File: src/rtl/poly_sqnorm_pkg.sv
// Shared definitions for the polynomial squared-norm bound checker.
// Holds the job FSM state type, the Falcon signature bound constants and
// constant functions that size the beat counter and the adder datapath.
package poly_sqnorm_pkg;

  typedef enum logic [1:0] {
    IDLE  = 2'd0,
    ACCUM = 2'd1,
    DRAIN = 2'd2,
    DONE  = 2'd3
  } state_e;

  // Squared-norm acceptance bounds for Falcon-512 and Falcon-1024.
  localparam logic [31:0] FALCON512_BOUND  = 32'd34034726;
  localparam logic [31:0] FALCON1024_BOUND = 32'd70265242;

  // Ceiling log2 for elaboration-time sizing; returns 0 for v <= 1.
  function automatic int clog2_int(input int v);
    int r;
    r = 0;
    for (int i = 0; i < 31; i++) begin
      if ((32'sd1 <<< i) < v) begin
        r = i + 1;
      end
    end
    return r;
  endfunction

  // Number of accepted beats that make up one job.
  function automatic int beat_count(input int logn, input int npoly, input int lanes);
    return (npoly << logn) / lanes;
  endfunction

  // Width of one lane square: the largest square is 2^(2*COEF_W-2).
  function automatic int sq_width(input int coef_w);
    return 2 * coef_w - 1;
  endfunction

  // Width of the per-beat lane sum.
  function automatic int sum_width(input int coef_w, input int lanes);
    return sq_width(coef_w) + clog2_int(lanes);
  endfunction

  function automatic int max_int(input int a, input int b);
    return (a > b) ? a : b;
  endfunction

  // Falcon bound for a given log2 degree; zero for unsupported degrees.
  function automatic logic [31:0] falcon_bound(input int logn);
    logic [31:0] b;
    case (logn)
      9:       b = FALCON512_BOUND;
      10:      b = FALCON1024_BOUND;
      default: b = 32'd0;
    endcase
    return b;
  endfunction

endpackage

File: src/rtl/poly_sqnorm_bound_lane_tree.sv
// sqnorm_lane_tree: pipeline stages 1 and 2 of the squared-norm datapath.
// Stage 1 registers the unsigned square of every lane, stage 2 registers the
// sum over all lanes.
// Ports:
//   clk, rst_n   clock, asynchronous active-low reset
//   flush        synchronous clear of both stage valids (job abort)
//   in_valid     beat accepted this cycle
//   f            LANES signed COEF_W-bit coefficients, lane 0 in the LSBs
//   out_valid    stage-2 result valid
//   out_sum      sum of the lane squares for one beat
module sqnorm_lane_tree
  import poly_sqnorm_pkg::*;
#(
  parameter int LANES  = 4,
  parameter int COEF_W = 16,
  localparam int SQ_W  = sq_width(COEF_W),
  localparam int SUM_W = sum_width(COEF_W, LANES)
) (
  input  logic                      clk,
  input  logic                      rst_n,
  input  logic                      flush,
  input  logic                      in_valid,
  input  logic [LANES*COEF_W-1:0]   f,
  output logic                      out_valid,
  output logic [SUM_W-1:0]          out_sum
);

  logic [SQ_W-1:0]  sq_s [LANES];
  logic [SQ_W-1:0]  sq_r [LANES];
  logic             v1_r;
  logic [SUM_W-1:0] sum_s;
  logic [SUM_W-1:0] sum_r;
  logic             v2_r;

  // Squaring the magnitude avoids a signed multiply. The magnitude of the
  // most negative code is 2^(COEF_W-1), which still fits unsigned in COEF_W
  // bits, so its square 2^(2*COEF_W-2) comes out exactly with no wrap.
  for (genvar i = 0; i < LANES; i++) begin : g_lane
    logic [COEF_W-1:0] coef_s;
    logic [COEF_W-1:0] mag_s;
    assign coef_s  = f[i*COEF_W +: COEF_W];
    assign mag_s   = coef_s[COEF_W-1] ? (~coef_s + {{(COEF_W-1){1'b0}}, 1'b1}) : coef_s;
    assign sq_s[i] = SQ_W'(mag_s) * SQ_W'(mag_s);
  end

  // Lane-sum tree over the registered squares.
  always_comb begin
    sum_s = '0;
    for (int i = 0; i < LANES; i++) begin
      sum_s = sum_s + SUM_W'(sq_r[i]);
    end
  end

  // Stage 1 and stage 2 registers; data only loads when its valid is set.
  always_ff @(posedge clk or negedge rst_n) begin
    if (!rst_n) begin
      sq_r  <= '{default: '0};
      v1_r  <= 1'b0;
      sum_r <= '0;
      v2_r  <= 1'b0;
    end else if (flush) begin
      v1_r  <= 1'b0;
      v2_r  <= 1'b0;
    end else begin
      v1_r <= in_valid;
      if (in_valid) begin
        sq_r <= sq_s;
      end
      v2_r <= v1_r;
      if (v1_r) begin
        sum_r <= sum_s;
      end
    end
  end

  assign out_valid = v2_r;
  assign out_sum   = sum_r;

endmodule

File: src/rtl/poly_sqnorm_bound.sv
// poly_sqnorm_bound: streams NPOLY polynomials of 2^LOGN signed coefficients,
// LANES per beat, accumulates the sum of squares with saturation and checks
// it against a bound latched at job start.
// Ports:
//   clk, rst_n   clock, asynchronous active-low reset
//   ena          rising edge in IDLE starts a job; low during a job aborts it
//   bound        unsigned squared-norm bound, latched on the start cycle
//   f_valid, f   coefficient beat, lane 0 in the LSBs
//   busy         job in ACCUM or DRAIN
//   s_valid      one-cycle result strobe
//   s            saturated squared norm, held until the next completed job
//   s_ok         no overflow and s <= bound
//   s_ovf        accumulator saturated during the job
module poly_sqnorm_bound
  import poly_sqnorm_pkg::*;
#(
  parameter int LOGN   = 9,
  parameter int COEF_W = 16,
  parameter int LANES  = 4,
  parameter int NPOLY  = 2,
  parameter int ACC_W  = 32
) (
  input  logic                     clk,
  input  logic                     rst_n,
  input  logic                     ena,
  input  logic [ACC_W-1:0]         bound,
  input  logic                     f_valid,
  input  logic [LANES*COEF_W-1:0]  f,
  output logic                     busy,
  output logic                     s_valid,
  output logic [ACC_W-1:0]         s,
  output logic                     s_ok,
  output logic                     s_ovf
);

  localparam int BEATS = beat_count(LOGN, NPOLY, LANES);
  localparam int CNT_W = max_int(clog2_int(BEATS), 1);
  localparam int SUM_W = sum_width(COEF_W, LANES);
  localparam int EXT_W = max_int(ACC_W, SUM_W) + 1;
  localparam logic [CNT_W-1:0] LAST_BEAT = CNT_W'(BEATS - 1);

  state_e           state_r;
  state_e           state_s;
  logic             ena_r;
  logic [ACC_W-1:0] bound_r;
  logic [CNT_W-1:0] cnt_r;
  logic [1:0]       drain_r;
  logic [ACC_W-1:0] acc_r;
  logic             ovf_r;
  logic             busy_r;
  logic             s_valid_r;
  logic [ACC_W-1:0] s_r;
  logic             s_ok_r;
  logic             s_ovf_r;

  logic             start_s;
  logic             accept_s;
  logic             last_s;
  logic             abort_s;
  logic             finish_s;
  logic             tree_valid_s;
  logic [SUM_W-1:0] tree_sum_s;
  logic [EXT_W-1:0] ext_s;
  logic             carry_s;

  assign start_s  = (state_r == IDLE) && ena && !ena_r;
  assign accept_s = (state_r == ACCUM) && ena && f_valid;
  assign last_s   = accept_s && (cnt_r == LAST_BEAT);
  assign abort_s  = ((state_r == ACCUM) || (state_r == DRAIN)) && !ena;
  assign finish_s = (state_r == DRAIN) && (state_s == DONE);

  sqnorm_lane_tree #(
    .LANES  (LANES),
    .COEF_W (COEF_W)
  ) u_tree (
    .clk       (clk),
    .rst_n     (rst_n),
    .flush     (abort_s),
    .in_valid  (accept_s),
    .f         (f),
    .out_valid (tree_valid_s),
    .out_sum   (tree_sum_s)
  );

  // The add is done one bit wider than either operand so any carry out of
  // ACC_W bits is visible as a nonzero upper part.
  assign ext_s   = EXT_W'(acc_r) + EXT_W'(tree_sum_s);
  assign carry_s = (ext_s >> ACC_W) != '0;

  // Next-state logic. DRAIN waits out the two tree stages plus the
  // accumulator update before DONE.
  always_comb begin
    state_s = state_r;
    case (state_r)
      IDLE: begin
        if (start_s) state_s = ACCUM;
        else         state_s = IDLE;
      end
      ACCUM: begin
        if (!ena)        state_s = IDLE;
        else if (last_s) state_s = DRAIN;
        else             state_s = ACCUM;
      end
      DRAIN: begin
        if (!ena)                 state_s = IDLE;
        else if (drain_r == 2'd2) state_s = DONE;
        else                      state_s = DRAIN;
      end
      DONE:    state_s = IDLE;
      default: state_s = IDLE;
    endcase
  end

  // State, edge detect, bound latch, beat and drain counters, busy flag.
  always_ff @(posedge clk or negedge rst_n) begin
    if (!rst_n) begin
      state_r <= IDLE;
      ena_r   <= 1'b0;
      bound_r <= '0;
      cnt_r   <= '0;
      drain_r <= 2'd0;
      busy_r  <= 1'b0;
    end else begin
      state_r <= state_s;
      ena_r   <= ena;
      busy_r  <= (state_s == ACCUM) || (state_s == DRAIN);
      if (start_s) begin
        bound_r <= bound;
        cnt_r   <= '0;
      end else if (accept_s) begin
        cnt_r <= cnt_r + CNT_W'(1'b1);
      end
      if (last_s) begin
        drain_r <= 2'd0;
      end else if (state_r == DRAIN) begin
        drain_r <= drain_r + 2'd1;
      end
    end
  end

  // Stage-3 accumulator; once saturated it stays at all-ones for the job.
  always_ff @(posedge clk or negedge rst_n) begin
    if (!rst_n) begin
      acc_r <= '0;
      ovf_r <= 1'b0;
    end else if (start_s) begin
      acc_r <= '0;
      ovf_r <= 1'b0;
    end else if (tree_valid_s && !ovf_r) begin
      if (carry_s) begin
        acc_r <= '1;
        ovf_r <= 1'b1;
      end else begin
        acc_r <= ext_s[ACC_W-1:0];
      end
    end
  end

  // Result registers: loaded only on a completed job, so an aborted job
  // leaves the previous result visible.
  always_ff @(posedge clk or negedge rst_n) begin
    if (!rst_n) begin
      s_valid_r <= 1'b0;
      s_r       <= '0;
      s_ok_r    <= 1'b0;
      s_ovf_r   <= 1'b0;
    end else begin
      s_valid_r <= finish_s;
      if (finish_s) begin
        s_r     <= acc_r;
        s_ovf_r <= ovf_r;
        s_ok_r  <= !ovf_r && (acc_r <= bound_r);
      end
    end
  end

  assign busy    = busy_r;
  assign s_valid = s_valid_r;
  assign s       = s_r;
  assign s_ok    = s_ok_r;
  assign s_ovf   = s_ovf_r;

endmodule

File: config.mk
export PLATFORM = sky130hd
export DESIGN_NAME = poly_sqnorm_bound
export DESIGN_NICKNAME = d
export VERILOG_FILES = /design/src/rtl/poly_sqnorm_pkg.sv /design/src/rtl/poly_sqnorm_bound_lane_tree.sv /design/src/rtl/poly_sqnorm_bound.sv
export SDC_FILE = /design/constraint.sdc
export NUM_CORES = 2
export LEC_CHECK = 0
export ABC_AREA = 1
export CORE_MARGIN = 3
export CORE_UTILIZATION = 45
export DETAILED_ROUTE_END_ITERATION = 6
export PLACE_DENSITY = 0.6
export SLEW_MARGIN = 5
export SYNTH_ARGS = -nofsm -noshare
export SYNTH_HDL_FRONTEND = slang
export SYNTH_SLANG_ARGS = --single-unit
export TNS_END_PERCENT = 100
File: constraint.sdc
create_clock -name clk -period 8.8 [get_ports clk]
set_clock_uncertainty 0.15 [all_clocks]
set_input_delay 1.32 -clock clk [delete_from_list [all_inputs] [get_ports clk]]
set_output_delay 1.32 -clock clk [all_outputs]
set_load 0.02 [all_outputs]
======== Yosys cells after proc, flatten, opt, wreduce, memory -nomap -nowiden ========
Cells that the tools add are included.
word-level totals
  bits in registers ....................... 273
  input port bits ......................... 100
  output and inout bits ................... 36
  word-level logic and storage cells ...... 92
cells by class
  add/sub/neg operators ................... 10
  $mul .................................... 4
  magnitude comparators ................... 1
  eq/ne operators ......................... 8
  mux-type cells .......................... 22
  bitwise gates (word level) .............. 5
  reductions and logical operators ........ 23
operator list
  kind                   number
  $mul 16x16->31         4
  $mux 32                3
  $add 33x31->33         2
  $add 16x1->16 const B  4
  $mux 16                4
  $not 16->16            4
  $add 32x33->34         1
  $reduce_bool 34->1     1
  $add 31x31->32         1
  $le 32x32->1           1
  $mux 8                 2
  $eq 2x2->1 const B     5
  $mux 2                 5
  $logic_and 1x1->1      9
  $add 8x1->8 const B    1
  $eq 8x8->1 const B     1
  $pmux 2 s4             1
  $reduce_bool 2->1      4
  $mux 1                 7
  $reduce_and 2->1       3
  $eq 2x1->1 const B     2
  $logic_not 1->1        3
  $add 2x1->2 const B    1
  $logic_not 2->1        1
  other kinds (2)        3

======== Depth between registers and ports, before layout ========
  word-level depth ........................ 9
  mapped depth ............................ 37
  depth with buffers taken out ............ 36

======== Modules after synthesis ========
Synthesis repeated with hierarchy kept, for this count alone.
unflattened totals
  cell total of the unflattened synthesis .. 6577
  area, all modules ....................... 48955.7 um2
modules (own cells, without submodules)
  module             instances  cells an instance  area an instance (um2)  sequential area each (um2)
  sqnorm_lane_tree   1          5530               41421.0                 3878.7
  poly_sqnorm_bound  1          1047               7534.7                  2852.7

======== Worst setup path after synthesis ========
OpenSTA, ideal clock, no wires.
  path type ............................... input -> register
  start ................................... input port f[32]
  end ..................................... register u_tree.sq_r[53] (netlist name)
  library setup time ...................... 130 ps
  arrival ................................. 7566 ps
  required time ........................... 8520 ps
  path slack .............................. 954 ps
  stages on the path ...................... 29
  buffers on the path ..................... 3
  path through ............................ inv_1 -> clkbuf_1 -> clkbuf_1 -> ha_1 -> nand2_1 -> nor2_1 -> inv_1 -> o31ai_4 -> xor2_2 -> buf_4 -> nand2_1 -> fa_1 -> fa_1 -> inv_1 -> fa_1 -> fa_1 -> fa_1 -> inv_1 -> fa_1 -> inv_1 -> ha_1 -> a21oi_1 -> o21ai_0 -> nand2_1 -> nand2_1 -> nand3b_1 -> or2_2 -> nand3_1 -> o21ai_0
on the way
  cells in the longest elaborated chain, start to end .. 4
ends and longest elaborated chain
  element               line                               source
  start, declared       poly_sqnorm_bound.sv:28            input logic [LANES*COEF_W-1:0] f,
  $not 16->16           poly_sqnorm_bound_lane_tree.sv:42  assign mag_s = coef_s[COEF_W-1] ? (~coef_s + {{(COEF_W-1){1'b0}}, 1'b1}) : coef_s;
  $add 16x1->16         poly_sqnorm_bound_lane_tree.sv:42
  $mux 16 *             poly_sqnorm_bound_lane_tree.sv:42
  $mul 16x16->31 *      poly_sqnorm_bound_lane_tree.sv:43  assign sq_s[i] = SQ_W'(mag_s) * SQ_W'(mag_s);
  end signal, assigned  poly_sqnorm_bound_lane_tree.sv:67  sq_r <= sq_s;
  end, declared         poly_sqnorm_bound_lane_tree.sv:29  logic [SQ_W-1:0] sq_r [LANES];
Every way passes the cells marked *; elsewhere a longest branch is shown, timed or not.
A chain may end at the register's enable or synchronous reset.

======== Final worst setup path ========
  start ................................... input port f[18]
  end ..................................... register u_tree.sq_r[83] (netlist name)
The elaborated chain is that of the path after synthesis.

==> results.toml <==
[cells_and_area]
final_nets = 8011
area_growth_pct = 9.73
fill_cells = 10800
num_antenna_cells = 0
drive_above_1_share_pct = 4.75
layout.cells.non_filler = 8141
design_area_um2 = 53500

[setup_path]
crit_start = "f[18]"
cp_slowest_cell = "fa_1"
r2r-start = "u_tree.sq_r[97]$_DFFE_PN0P_"
critPathCaptureType = "flop"
ff2ff_path_depth = 18
critPathMaxFanout = 13
path_class = "in2reg"
cp_data_arrival_time_ps = 8350
startpoint_type = "input port"
max_stage_delay_ps = 510
crit_required_ps = 9120

[timing]
clock.fmax_mhz = 125
hold_ws_ps = 329
rsz0062_at_grt = "no"
fin_crit_sh_pct = 91.3
min_period_ps = 8030
finalSetupViolCount = 0
fin_setup_tns_ps = 0
tightest_slew_ps = 1010
drv_slew = 0
finalHoldViolCount = 0
max_slew_margin_pct = 32.7

[logic_synthesis]
ys.warnings.count = 0
async_flop_share_pct = 100
synth_compound_area_share_pct = 7.29
synth_fa_ha_area_share_pct = 41.3
synth_cell_types = 56
synth-xor-area-share_pct = 2.21
avgSynthCellArea_um2 = 7.49
synth_area_um2 = 48700
ys_seq_elements = 269
synthMuxAreaShare_pct = 0
synth_simple_gate_area_share_pct = 22.6
synthFlopType = "dfrtp_1"
synth_cells = 6504
synth_top_family_by_area = "adder cells"
ys_seq_area_share_pct = 13.8
synth_edf_count = 0

[die]
die_w_um = 335
rows = 120
ioPinCount = 136
dieArea_um2 = 112000
core_area_um2 = 107000
start_util_pct = 45.4
die_y_um = 335

[cts]
clk_path_buf_depth = 3
cts_tree = "yes"
path_clk_slew_ps = 60
clock-sinks = 269
clock_latency_ps = 600
htree_levels = 1
cts_hold_buf = 0
post_cts_buffers = 0
root_buffer = "clkbuf_16"
numCtsBuffers = 31
post_cts_resized = 0

[detailed_routing]
antenna_left = 0
first_iter_violations = 2568
wl_met3_um = 5290
m1WireLength_um = 59100
top_layer = "met4"
first_pass_iters = 7
vias_per_cell = 5.04
wire_per_inst_um = 15.9
drc = 1
via_count = 41000
dr_wl_met2_um = 62000
drt_wl_total_um = 130000

[min_path]
min-delay-path-class = "reg2reg"
hold_depth = 2
hold_start = "s[19]$_DFFE_PN0P_"

[placed_design]
dp_hpwl_um = 112000
place.port_buffers = 135
post-place-cells = 8083
dpl_cell_area_um2 = 52300
gp_congestion = 0.923

[global_route]
grt.total_usage_pct = 23.7
antenna_found_initial = 0
grt_max_degree = 156
grt_pass1_wl_um = 216000
overflow = 0
first_global_vias = 42100

[outcome]
failed_checks = "DRC"
status = "finished, violations left"

[flow_run]
maxCapViolations = 0
==> sequential cells by signal, summed over array words and instances (netlist names), 2 cells and up <==
register        flops
u_tree.sq_r       120
u_tree.out_sum     33
acc_r              32
bound_r            32
s                  32
cnt_r               8
drain_r             2
state_r             2
==> logic make-up after synthesis <==
| family | after synthesis |
|---|---|
| AOI/OAI and AO/OA | 652 |
| and+or+nand+nor | 2638 |
| xor gates and xnor gates | 117 |
| adders and majority gates | 1198 |
| DFF | 269 |
| buffers and inverters | 1628 |
| other | 2 |
==> worst max-delay path, delay by kind of cell <==
kind	cells	cell delay, ps
adders and majority gates	7	3090
and+or+nand+nor	12	1930
buffers and inverters	8	1270
AOI/OAI and AO/OA	3	730
==> cell type report <==
type	instances	area, um^2	area share [%]
Sequential cell	269	6730	12.6
Tap cell	1403	1760	3.28
Inverter	1525	5730	10.7
Multi-Input combinational cell	4651	36000	67.3
Clock buffer	40	860	1.61
Clock inverter	18	294	0.550
Timing Repair Buffer	235	2120	3.97
==> through the flow <==
| step | util, % | worst slack (ps) |
|---|---|---|
| after floorplan | - | 954 |
| after global placement | 48.8 | 256 |
| after detailed placement | 48.8 | 183 |
| after CTS | 49.9 | 793 |
| after global routing | 49.9 | 260 |
| final | 49.9 | 769 |
==> placed cells by master, fill, tap and decap left out, types with 31 or more instances in the layout <==
cell type and count:
nor2_1 543, xor2_1 50, o21bai_1 32, clkdlybuf4s50_1 134, dfrtp_1 269, nand3_1 300
nor3_1 59, inv_2 38, clkbuf_16 31, xnor2_1 60, ha_1 515, inv_1 1479
nand2_1 1510, or2_2 52, nand4_1 77, o21ai_0 272, a21oi_1 259, conb_1 46
fa_1 683, buf_4 99
==> final timing paths <==
check	end	slack, ps
max in group asynchronous	u_tree.sq_r[112]$_DFFE_PN0P_	6440
min reg2reg	s[19]$_DFFE_PN0P_	330
max reg2reg	u_tree.out_sum[30]$_DFFE_PN0P_	3820
min in group asynchronous	bound_r[4]$_DFFE_PN0P_	650
min	s[19]$_DFFE_PN0P_	330
max	u_tree.sq_r[83]$_DFFE_PN0P_	770
==> synthesized netlist by cell type, types with 38 or more instances <==
master | n | share of area, %
a21oi_1 | 259 | 2.7
or2_2 | 52 | 0.67
nand3_1 | 301 | 3.1
nand4_1 | 77 | 0.99
inv_2 | 38 | 0.29
nor3_1 | 59 | 0.61
inv_1 | 1480 | 11
clkbuf_1 | 59 | 0.45
fa_1 | 683 | 28
o21ai_0 | 272 | 2.8
ha_1 | 515 | 13
dfrtp_1 | 269 | 14
nand2_1 | 1510 | 12
xor2_1 | 50 | 0.90
nor2_1 | 544 | 4.2
xnor2_1 | 60 | 1.1
==> per-layer routing <==
| metal | GRT usage (%) | vias up |
|---|---|---|
| li1 | - | 20200 |
| met1 | 32.9 | 19700 |
| met2 | 40.6 | 885 |
| met3 | 1.72 | 165 |
| met4 | 5.21 | 0 |
| met5 | 0 | - |
Power is left out: the tool's default activity adds up to more than one toggle a clock period on the data nets, which glitch-free logic cannot reach.
